[src/rtl/dsg_mix.sv]
// Multi-channel mixer feeding a 1-bit delta-sigma DAC pin: time-multiplexed sum, saturation, modulator.
// Define DSG_MIX_ORDER2_EN to replace the first-order modulator with a second-order one.
module dsg_mix #(
    parameter int CH = 4,
    parameter int W  = 15
) (
    input  logic            clock,
    input  logic            reset,
    input  logic [CH*W-1:0] in,
    input  logic [CH*3-1:0] vol,
    input  logic [CH-1:0]   mute,
    output logic            out,
    output logic            strobe,
    output logic            clip
);

    localparam int SW = W + $clog2(CH);
    localparam int PW = $clog2(CH + 1);
    localparam logic [PW-1:0] LAST = PW'(CH);

    function automatic logic over_range(input logic [SW-1:0] s);
        return |s[SW-1:W];
    endfunction

    function automatic logic [W-1:0] sat_mix(input logic [SW-1:0] s);
        return over_range(s) ? {W{1'b1}} : s[W-1:0];
    endfunction

    logic [PW-1:0] phase_p0;
    logic [SW-1:0] sum_p0;
    logic [W-1:0]  mix_p1;
    logic          vld_p1;
    logic [W-1:0]  term;

    // Only the channel addressed this cycle is looked at; the load phase contributes nothing.
    always_comb begin
        term = '0;
        for (int k = 0; k < CH; k++) begin
            if (phase_p0 == PW'(k) && !mute[k])
                term = in[k*W +: W] >> vol[k*3 +: 3];
        end
    end

    // Stage p0 -> p1: accumulate one channel per clock, load the saturated mix on the last phase
    always_ff @(posedge clock) begin
        if (reset) begin
            phase_p0 <= '0;
            sum_p0   <= '0;
            mix_p1   <= '0;
            vld_p1   <= 1'b0;
            clip     <= 1'b0;
        end else if (phase_p0 == LAST) begin
            mix_p1   <= sat_mix(sum_p0);
            clip     <= clip | over_range(sum_p0);
            sum_p0   <= '0;
            phase_p0 <= '0;
            vld_p1   <= 1'b1;
        end else begin
            sum_p0   <= sum_p0 + SW'(term);
            phase_p0 <= phase_p0 + 1'b1;
            vld_p1   <= 1'b0;
        end
    end

    assign strobe = vld_p1;

`ifdef DSG_MIX_ORDER2_EN
    // Stage p1 -> p2: second-order modulator; four guard bits keep both integrators from wrapping
    logic signed [W+3:0] a1_p2, a2_p2;
    logic signed [W+3:0] fb, mix_s, a1_nx, a2_nx;

    always_comb begin
        mix_s = $signed({4'b0000, mix_p1});
        fb    = out ? $signed({4'b0000, {W{1'b1}}}) : '0;
        a1_nx = a1_p2 + mix_s - fb;
        a2_nx = a2_p2 + a1_nx - fb;
    end

    always_ff @(posedge clock) begin
        if (reset) begin
            a1_p2 <= '0;
            a2_p2 <= '0;
            out   <= 1'b0;
        end else begin
            a1_p2 <= a1_nx;
            a2_p2 <= a2_nx;
            out   <= ~a2_nx[W+3];
        end
    end
`else
    // Stage p1 -> p2: first-order modulator; the carry out of the accumulator is the bitstream
    logic [W:0] acc_p2;

    always_ff @(posedge clock) begin
        if (reset) begin
            acc_p2 <= '0;
            out    <= 1'b0;
        end else begin
            acc_p2 <= {1'b0, acc_p2[W-1:0]} + {1'b0, mix_p1};
            out    <= acc_p2[W];
        end
    end
`endif

endmodule

[config.mk]
export PLATFORM = sky130hd
export DESIGN_NAME = dsg_mix
export DESIGN_NICKNAME = d
export VERILOG_FILES = /design/src/rtl/dsg_mix.sv
export SDC_FILE = /design/constraint.sdc
export NUM_CORES = 1
export LEC_CHECK = 0
export ABC_AREA = 1
export BUFFER_PORTS_ARGS = -buffer_cell sky130_fd_sc_hd__clkbuf_2
export CORE_MARGIN = 4
export CORE_UTILIZATION = 50
export CTS_BUF_LIST = sky130_fd_sc_hd__clkbuf_8
export DETAILED_ROUTE_END_ITERATION = 8
export GPL_TIMING_DRIVEN = 0
export PLACE_DENSITY = 0.79
export REMOVE_ABC_BUFFERS = 1
export SLEW_MARGIN = 10
export SYNTH_ARGS = -nofsm -noshare
export SYNTH_HDL_FRONTEND = slang
export SYNTH_SLANG_ARGS = --single-unit
[constraint.sdc]
create_clock -name clock -period 6.26 [get_ports clock]
set_input_delay 0.313 -clock clock [delete_from_list [all_inputs] [get_ports clock]]
set_output_delay 0.313 -clock clock [all_outputs]
set_load 0.01 [all_outputs]
==> impl_metrics.ini, run 1 <==
[outcome]
status = finished, final reports clean

[sta]
setup_tns_ns = 0
fmax_mhz = 282.0
finalSetupViolations = 0
slew_violations = 0
whs_ns = 0.2636
fin_skew_ns = 0.007985
post-route-min-period_ns = 3.546
max_slew_margin_pct = 42.35
rsz0062_at_grt = no
worst_pin_slew_ns = 0.8615
report.final.hold_viol_count = 0
period_share_pct = 56.64
fin_ws_ns = 2.714

[worst_hold_path]
hold_path_depth = 2
min_path_type = in2reg

[global_routing]
grt_use_met1_pct = 33.58
grt_max_degree = 22
track_usage_pct = 23.14
grt_pass1_wl_mm = 25.10
grt-ovfl-total = 0
use_met3_pct = 2.642
antenna_found_initial = 0
grt_busiest_layer = met2
met2_usage_pct = 36.63
grt_pass1_vias = 5623

[routing]
wl_mm = 14.79
drt.antenna.violating_nets = 0
vias = 6290
drt_first_pass_iters = 6
initialDrtViolationCount = 584
wl_per_cell_um = 12.92
drc = 0
vias_per_cell = 5.493

[synthesis]
synth.avg_cell_area_sq_um = 5.727
synth_area_leaders = nand2_1, dfxtp_1, nand3_1, ha_1, a21oi_1
syn-cell-area_sq_um = 5458
synth_top_area_cell = nand2_1
synth_xor_area_share_pct = 0
yosys_register_bits = 54
synth_top_family_by_area = simple AND/OR/NAND/NOR gates
synthMuxAreaShare_pct = 0.1834
synth-compound-area-share_pct = 16.44
syn_inst = 953
synthDominantCellAreaShare_pct = 22.15
ys_seq_area_share_pct = 19.81
synth.yosys.warnings = 0
yosys.area_share.simple_pct = 45.67
synthAdderAreaFrac_pct = 8.757
synth_cell_types = 34

[cts]
cts-root-buf = clkbuf_8
post-cts-setup-buffers = 0
htreeDepth = 2
clock_sinks = 54
cts_resized = 0
clock_latency_ns = 0.32
cts-hold-fix-buffers = 0
path_clk_slew_ns = 0.10
clockBufferDepth = 2
cts_tree = done
cts_buffers = 5

[power_and_ir_drop]
ir_drop_uv = 114.9
p_leak_nw = 3.107
power_density_nw_per_um2 = 188.5

[place]
post-place-ws_ns = 2.844
place.gp.congestion = 0.9561
hpwl_mm = 11.98
place.port_buffers = 80

[layout]
final_nets = 1123
final_common_cell = nand2_1
layout_common_cells = nand2_1, nand3_1, a21oi_1
area_growth_pct = 8.918
n_antenna_cell = 0
drive_gt1_share_pct = 10.90

[setup_path]
crit_fanout = 11
end_kind = flop
rr_worst_depth = 21
cp.arrival_ns = 3.76
path_class = reg2reg
crit_required_ns = 6.48
critPathLaunchType = flop

[die]
core_area_sq_um = 10460
die_h_um = 112.5
rows = 37
die_area_sq_um = 12650
start_util_pct = 52.16
dieWidth_um = 112.5
ios = 81

[job]
drv_cap = 0
==> routing by layer <==
metal,share of wire [%],wire length (um)
met1,49,7220
met2,44,6457
met3,5.8,864
met4,1.7,246
met5,0,0
==> sequential cells by signal, summed over array words and instances (netlist names) <==
signal    flops
strobe        1
mix_p1       15
acc_p2       16
clip          1
phase_p0      3
out           1
sum_p0       17
==> path summary, 6_finish.rpt <==
| check | startpoint | endpoint | slack (ns) |
|---|---|---|---|
| worst max-delay path | phase_p0[0] | sum_p0[10] | 2.71 |
| worst min-delay path | reset | acc_p2[1] | 0.26 |
| worst max register to register | phase_p0[0] | sum_p0[10] | 2.71 |
| worst min register to register | acc_p2[15] | out | 0.41 |
==> kinds of logic after synthesis <==
kind of cell / count (synthesis)
AND/OR/NAND/NOR: 581
AO/OA/AOI/OAI: 172
buffers and inverters: 108
flip-flops: 54
adder cells (fa/ha/maj): 37
multiplexers: 1
==> Yosys cell counts <==
| master | number |
|---|---|
| a31oi_1 | 1 |
| and2_1 | 1 |
| nor3_1 | 4 |
| nor2_4 | 5 |
| o21ai_0 | 67 |
| clkbuf_1 | 7 |
| nand3_1 | 163 |
| inv_2 | 7 |
| dfxtp_1 | 54 |
| nand3_2 | 2 |
| nand4_1 | 3 |
| buf_4 | 6 |
| nand2_1 | 322 |
| nor2_1 | 70 |
| ha_1 | 35 |
| o211ai_1 | 6 |
| clkbuf_8 | 1 |
| buf_6 | 6 |
| a21oi_1 | 84 |
| buf_2 | 13 |
| or2_1 | 2 |
| nand3b_1 | 3 |
| mux2i_1 | 1 |
| o21a_1 | 2 |
| nor2_2 | 1 |
| a21o_1 | 1 |
| a21boi_0 | 1 |
| fa_1 | 2 |
| o31ai_1 | 1 |
| o21bai_1 | 3 |
| inv_1 | 68 |
| o21ai_1 | 6 |
| nand3_4 | 1 |
| or2_2 | 4 |
==> report_power, final <==
part | leakage, nW | internal (mW) | total, mW | switching (mW)
clock | 0.0587 | 0.121 | 0.247 | 0.125
combinational | 2.61 | 0.163 | 0.463 | 0.300
sequential | 0.439 | 0.383 | 0.411 | 0.0278
total | 3.11 | 0.668 | 1.12 | 0.453
==> worst max-delay path, stage by stage, from the launching register on <==
cell	delay (ns)
dfxtp_1	0.35
inv_1	0.09
ha_1	0.19
nand3_2	0.12
nor2_1	0.52
nand3_1	0.14
nand3_1	0.16
nand3_1	0.13
a21oi_1	0.15
ha_1	0.23
inv_1	0.10
fa_1	0.36
inv_1	0.10
nand3_1	0.07
nand2_1	0.13
nand2_1	0.08
nand2_1	0.14
nand2_1	0.08
nand3_1	0.11
nand2_1	0.07
nand2_1	0.08
nor2_1	0.04
==> through the flow <==
stage | util (%) | instance area (sq um) | power, mW | std cells
after detailed placement | 55.70 | 5828 | 0.8687 | 1137
final | 56.82 | 5944 | 1.120 | 1145
after global routing | 56.82 | 5944 | 1.211 | 1145
after floorplan | - | 5240 | 0.7329 | 920
after CTS | 56.82 | 5944 | 1.117 | 1145
after global placement | 55.54 | 5811 | 0.8595 | 1136
==> area by class of cell <==
| type | count | area [sq um] |
|---|---|---|
| tap | 136 | 170.2 |
| fill | 1125 | 4518 |
| timing repair buffer | 81 | 415.4 |
| multi-input combinational | 791 | 3880 |
| inverter | 75 | 281.5 |
| clock buffer | 5 | 68.82 |
| clock inverter | 3 | 47.55 |
| sequential | 54 | 1081 |
(Power assumes the default switching activity.)
==> run 2, diff against run 1 <==
==> constraint.sdc (replaced) <==
create_clock -name clock -period 3.5 [get_ports clock]
set_input_delay 0.175 -clock clock [delete_from_list [all_inputs] [get_ports clock]]
set_output_delay 0.175 -clock clock [all_outputs]
set_load 0.01 [all_outputs]
==> run 2 against run 1 <==
Against the previous run:
- die area unchanged
- power increased by 80%
- non-clock buffer count increased by 9
- clock skew increased by 0.0019 ns
- clock power increased by 78%
- global-route usage unchanged
- worst hold slack got worse by 0.13 ns
- via count increased by 1.0%
- clock-buffer cell count unchanged
- cell count increased by 0.79%
- first-iteration DRC count decreased by 0.34%
- critical path type unchanged
- highest routed layer unchanged
==> impl_metrics.ini, run 2 (same netlist as run 1, synthesis figures left out) <==
[layout]
final_common_cell = nand2_1
drive_gt1_share_pct = 11.89
n_fill_cell = 1118
layout_common_cells = nand2_1, nand3_1, a21oi_1
top_register = sum_p0
largest_reg_flops = 17
top_regs = sum_p0 (17), acc_p2 (16), mix_p1 (15)
final_nets = 1132
n_antenna_cell = 0
area_growth_pct = 10.43

[place]
hpwl_mm = 11.98
post-place-ws_ns = 0.08361
place.port_buffers = 80
place.gp.congestion = 0.9561

[setup_path]
crit_fanout = 7
path_class = reg2reg
crit_required_ns = 3.72
max_stage_delay_ns = 0.36
path_buf_inv = 4
r2r_slack_ns = 0.28
crit_top_cell = nand2_1
cp_slowest_cell = fa_1
critPathLaunchType = flop
end_kind = flop
cp.arrival_ns = 3.44
path_delay_family = simple AND/OR/NAND/NOR gates
cp_cell_sequence = ha_1 -> ha_1 -> inv_1 -> nor2_4 -> inv_2 -> nor2_2 -> o211ai_1 -> o21ai_0 -> a21oi_1 -> ha_1 -> inv_1 -> fa_1 -> inv_1 -> nand3_1 -> nand2_1 -> nand2_1 -> nand2_1 -> nand2_1 -> nand3_1 -> nand2_1 -> nand2_1 -> nor2_1

[cts]
cts_buffers = 5
path_clk_slew_ns = 0.10
htreeDepth = 2
clock_latency_ns = 0.32
clock_sinks = 54
cts-hold-fix-buffers = 0
clockBufferDepth = 2
cts_tree = done
cts-root-buf = clkbuf_8

[die]
core_area_sq_um = 10460
die_h_um = 112.5
ios = 81
start_util_pct = 52.16
dieWidth_um = 112.5
rows = 37
die_area_sq_um = 12650

[outcome]
status = finished, final reports clean

[global_routing]
grt_pass1_vias = 5623
grt-ovfl-total = 0
grt_pass1_wl_mm = 25.10
grt_max_degree = 22
antenna_found_initial = 0
track_usage_pct = 23.14

[worst_hold_path]
min_path_type = in2reg

[sta]
max_slew_margin_pct = 41.72
fmax_mhz = 310.5
period_share_pct = 92.02
finalSetupViolations = 0
worst_pin_slew_ns = 0.8709
fin_skew_ns = 0.009846
post-route-min-period_ns = 3.221
setup_tns_ns = 0
rsz0062_at_grt = no
report.final.hold_viol_count = 0
slew_violations = 0
fin_ws_ns = 0.2794

[routing]
drt_first_pass_iters = 5
drc = 0
vias_per_cell = 5.506
wl_per_cell_um = 13.00
wl_mm = 15.01
initialDrtViolationCount = 582
vias = 6354
drt.antenna.violating_nets = 0

[power_and_ir_drop]
ir_drop_uv = 206.5
p_leak_nw = 3.157
power_density_nw_per_um2 = 334.7

[job]
drv_cap = 0
run 2: cell type report:
class                           instances  area, sq um  share of cell area (%)
Multi-Input combinational cell        791         3895                   64.63
Sequential cell                        54         1081                   17.94
Timing Repair Buffer                   90        483.0                   8.013
Inverter                               75        281.5                   4.671
Tap cell                              136        170.2                   2.823
Clock buffer                            5        68.82                   1.142
Clock inverter                          3        47.55                  0.7889
run 2: worst register-to-register path, delay by kind of cell, from the launching register on:
kind | cells | cell delay [ns]
simple gates | 11 | 0.97
fa+ha+maj | 4 | 0.97
buf+inv | 4 | 0.42
compound gates | 3 | 0.42
flops | 1 | 0.35
run 2: what timing repair did:
action | 4_1_cts | 5_1_grt
resized for setup | 0 | 4
endpoints found under the setup margin | 0 | 7
setup buffers | 0 | 9
run 2: worst paths after layout:
path               startpoint    endpoint  cells after the start
hold / removal          reset   acc_p2[1]                      2
setup reg to reg  phase_p0[0]  sum_p0[10]                     22
setup / recovery  phase_p0[0]  sum_p0[10]                     22
hold reg to reg    acc_p2[15]         out                      2
run 2: report_power, final:
| group | leakage, nW | switching [mW] | internal (mW) |
|---|---|---|---|
| Combinational | 2.66 | 0.541 | 0.301 |
| Clock | 0.0587 | 0.222 | 0.217 |
| Sequential | 0.439 | 0.0508 | 0.685 |
| Total | 3.16 | 0.814 | 1.20 |
run 2: metal layers:
metal | vias up | GRT usage [%] | part of all wire, %
met5 | - | 0 | 0
met4 | 0 | 5.609 | 1.6
met3 | 21 | 2.642 | 6.9
met2 | 231 | 36.63 | 44
met1 | 2804 | 33.58 | 48
li1 | 3298 | - | -
run 2: stage by stage:
stage / power, mW / utilization, % / instance area [sq um] / std cells / hold WS (ns)
2_1_floorplan: 1.311 / - / 5240 / 920 / 0.2417
3_3_place_gp: 1.537 / 55.54 / 5811 / 1136 / 0.3884
3_5_place_dp: 1.554 / 55.70 / 5828 / 1137 / 0.4055
4_1_cts: 1.998 / 56.82 / 5944 / 1145 / 0.1219
5_1_grt: 2.181 / 57.61 / 6027 / 1154 / 0.1416
6_report: 2.017 / 57.61 / 6027 / 1154 / 0.1295
==> run 3, diff against run 2 <==
--- a/config.mk
+++ b/config.mk
@@ -11,7 +11,6 @@
 export CORE_UTILIZATION = 50
 export CTS_BUF_LIST = sky130_fd_sc_hd__clkbuf_8
 export DETAILED_ROUTE_END_ITERATION = 8
-export GPL_TIMING_DRIVEN = 0
 export PLACE_DENSITY = 0.79
 export REMOVE_ABC_BUFFERS = 1
 export SLEW_MARGIN = 10
==> run 3 against run 2 <==
Against the previous run:
- register-to-register slack gained 0.14 ns
- cell count shrank 0.43%
- worst hold slack lost 0.020 ns
- maximum frequency grew 4.6%
- clock power shrank 13%
- core utilization shrank 0.78 points
==> impl_metrics.ini, run 3 (same netlist as run 1, synthesis figures left out) <==
[die]
rows = 37
die_area_sq_um = 12650
dieWidth_um = 112.5
core_area_sq_um = 10460
start_util_pct = 52.16
ios = 81
die_h_um = 112.5

[global_routing]
antenna_found_initial = 0
grt_pass1_wl_mm = 24.76
grt-ovfl-total = 0
track_usage_pct = 23.06
grt_max_degree = 20
grt_pass1_vias = 5456

[sta]
fin_skew_ns = 0.008603
rsz0062_at_grt = no
period_share_pct = 87.99
finalSetupViolations = 0
whs_ns = 0.1094
fmax_mhz = 324.7
post-route-min-period_ns = 3.080
setup_tns_ns = 0
max_slew_margin_pct = 40.09
report.final.hold_viol_count = 0
slew_violations = 0
worst_pin_slew_ns = 0.8953

[routing]
initialDrtViolationCount = 468
vias_per_cell = 5.422
vias = 6230
wl_mm = 14.78
wl_met1_mm = 7.247
wl_met3_um = 898
drt.antenna.violating_nets = 0
wl_met2_mm = 6.310
routed.top_layer = met4
drt_first_pass_iters = 5
drc = 0
wl_per_cell_um = 12.86

[setup_path]
cp_cell_sequence = inv_1 -> ha_1 -> nand3_2 -> nor2_4 -> nand3_1 -> nand3_1 -> nand3_1 -> a21oi_1 -> ha_1 -> inv_1 -> fa_1 -> inv_1 -> nand3_1 -> nand2_1 -> nand2_1 -> nand2_1 -> nand3_1 -> nand3_1 -> nand2_1 -> nor2_1
cp_slowest_cell = dfxtp_1
rr_worst_depth = 20
path_class = reg2reg
max_stage_delay_ns = 0.36
cp.arrival_ns = 3.34
crit_fanout = 15
critPathLaunchType = flop
end_kind = flop
crit_top_cell = nand3_1
crit_required_ns = 3.76

[place]
hpwl_mm = 12.16
place.port_buffers = 80
place.gp.congestion = 0.9693

[worst_hold_path]
min_path_type = in2reg
hold_path_depth = 2

[power_and_ir_drop]
ir_drop_uv = 192.6
power_density_nw_per_um2 = 326.7
p_leak_nw = 3.116

[cts]
cts_tree = done
cts_resized = 0
clock_sinks = 54
cts-root-buf = clkbuf_8
clock_latency_ns = 0.32
htreeDepth = 2
post-cts-setup-buffers = 0
cts-hold-fix-buffers = 0
clockBufferDepth = 2
path_clk_slew_ns = 0.11
cts_buffers = 5

[layout]
n_antenna_cell = 0
top_register = sum_p0
final_nets = 1127
n_fill_cell = 1096
final_common_cell = nand2_1
layout_common_cells = nand2_1, nand3_1, a21oi_1
drive_gt1_share_pct = 11.15
top_regs = sum_p0 (17), acc_p2 (16), mix_p1 (15)
area_growth_pct = 8.941
largest_reg_flops = 17

[job]
drv_cap = 0

[outcome]
status = finished, final reports clean
[run 3: final timing paths]
| check | startpoint | end | slack [ns] |
|---|---|---|---|
| max | phase_p0[0] | sum_p0[14] | 0.42 |
| min | reset | acc_p2[1] | 0.11 |
| max reg2reg | phase_p0[0] | sum_p0[14] | 0.42 |
| min reg2reg | acc_p2[15] | out | 0.41 |
[run 3: area by class of cell]
cell class	instances	area (sq um)	area share, %
multi-input combinational	791	3877	65.21
sequential	54	1081	18.18
timing repair buffer	85	437.9	7.365
inverter	75	281.5	4.735
tap	136	170.2	2.862
clock buffer	5	68.82	1.157
clock inverter	3	28.78	0.4840
[run 3: metrics by stage]
step / area [sq um] / utilization [%] / setup WS, ns / power [mW] / instances
2_1_floorplan: 5240 / - / 0.6721 / 1.311 / 920
4_1_cts: 5946 / 56.83 / 0.4502 / 1.938 / 1149
3_3_place_gp: 5848 / 55.90 / 0.5676 / 1.550 / 1141
5_1_grt: 5946 / 56.83 / 0.1308 / 2.101 / 1149
6_report: 5946 / 56.83 / 0.4204 / 1.942 / 1149
3_5_place_dp: 5848 / 55.90 / 0.4954 / 1.557 / 1141
[run 3: power by group]
| part | internal (mW) | switching (mW) |
|---|---|---|
| Combinational | 0.294 | 0.532 |
| Clock | 0.150 | 0.231 |
| Sequential | 0.685 | 0.0499 |
| Total | 1.13 | 0.813 |
[run 3: critical path: cells and delay by family, from the launching register on]
| family | cells | cell delay, ns |
|---|---|---|
| buffers and inverters | 3 | 0.27 |
| adder cells (fa/ha/maj) | 3 | 0.75 |
| flip-flops | 1 | 0.36 |
| AND/OR/NAND/NOR | 13 | 1.48 |
| AO/OA/AOI/OAI | 1 | 0.16 |
[run 3: metal layers]
metal / global-route usage [%] / vias to the layer above
li1: - / 3298
met1: 33.16 / 2709
met2: 36.59 / 196
met3: 2.588 / 27
met4: 6.170 / 0
met5: 0 / -
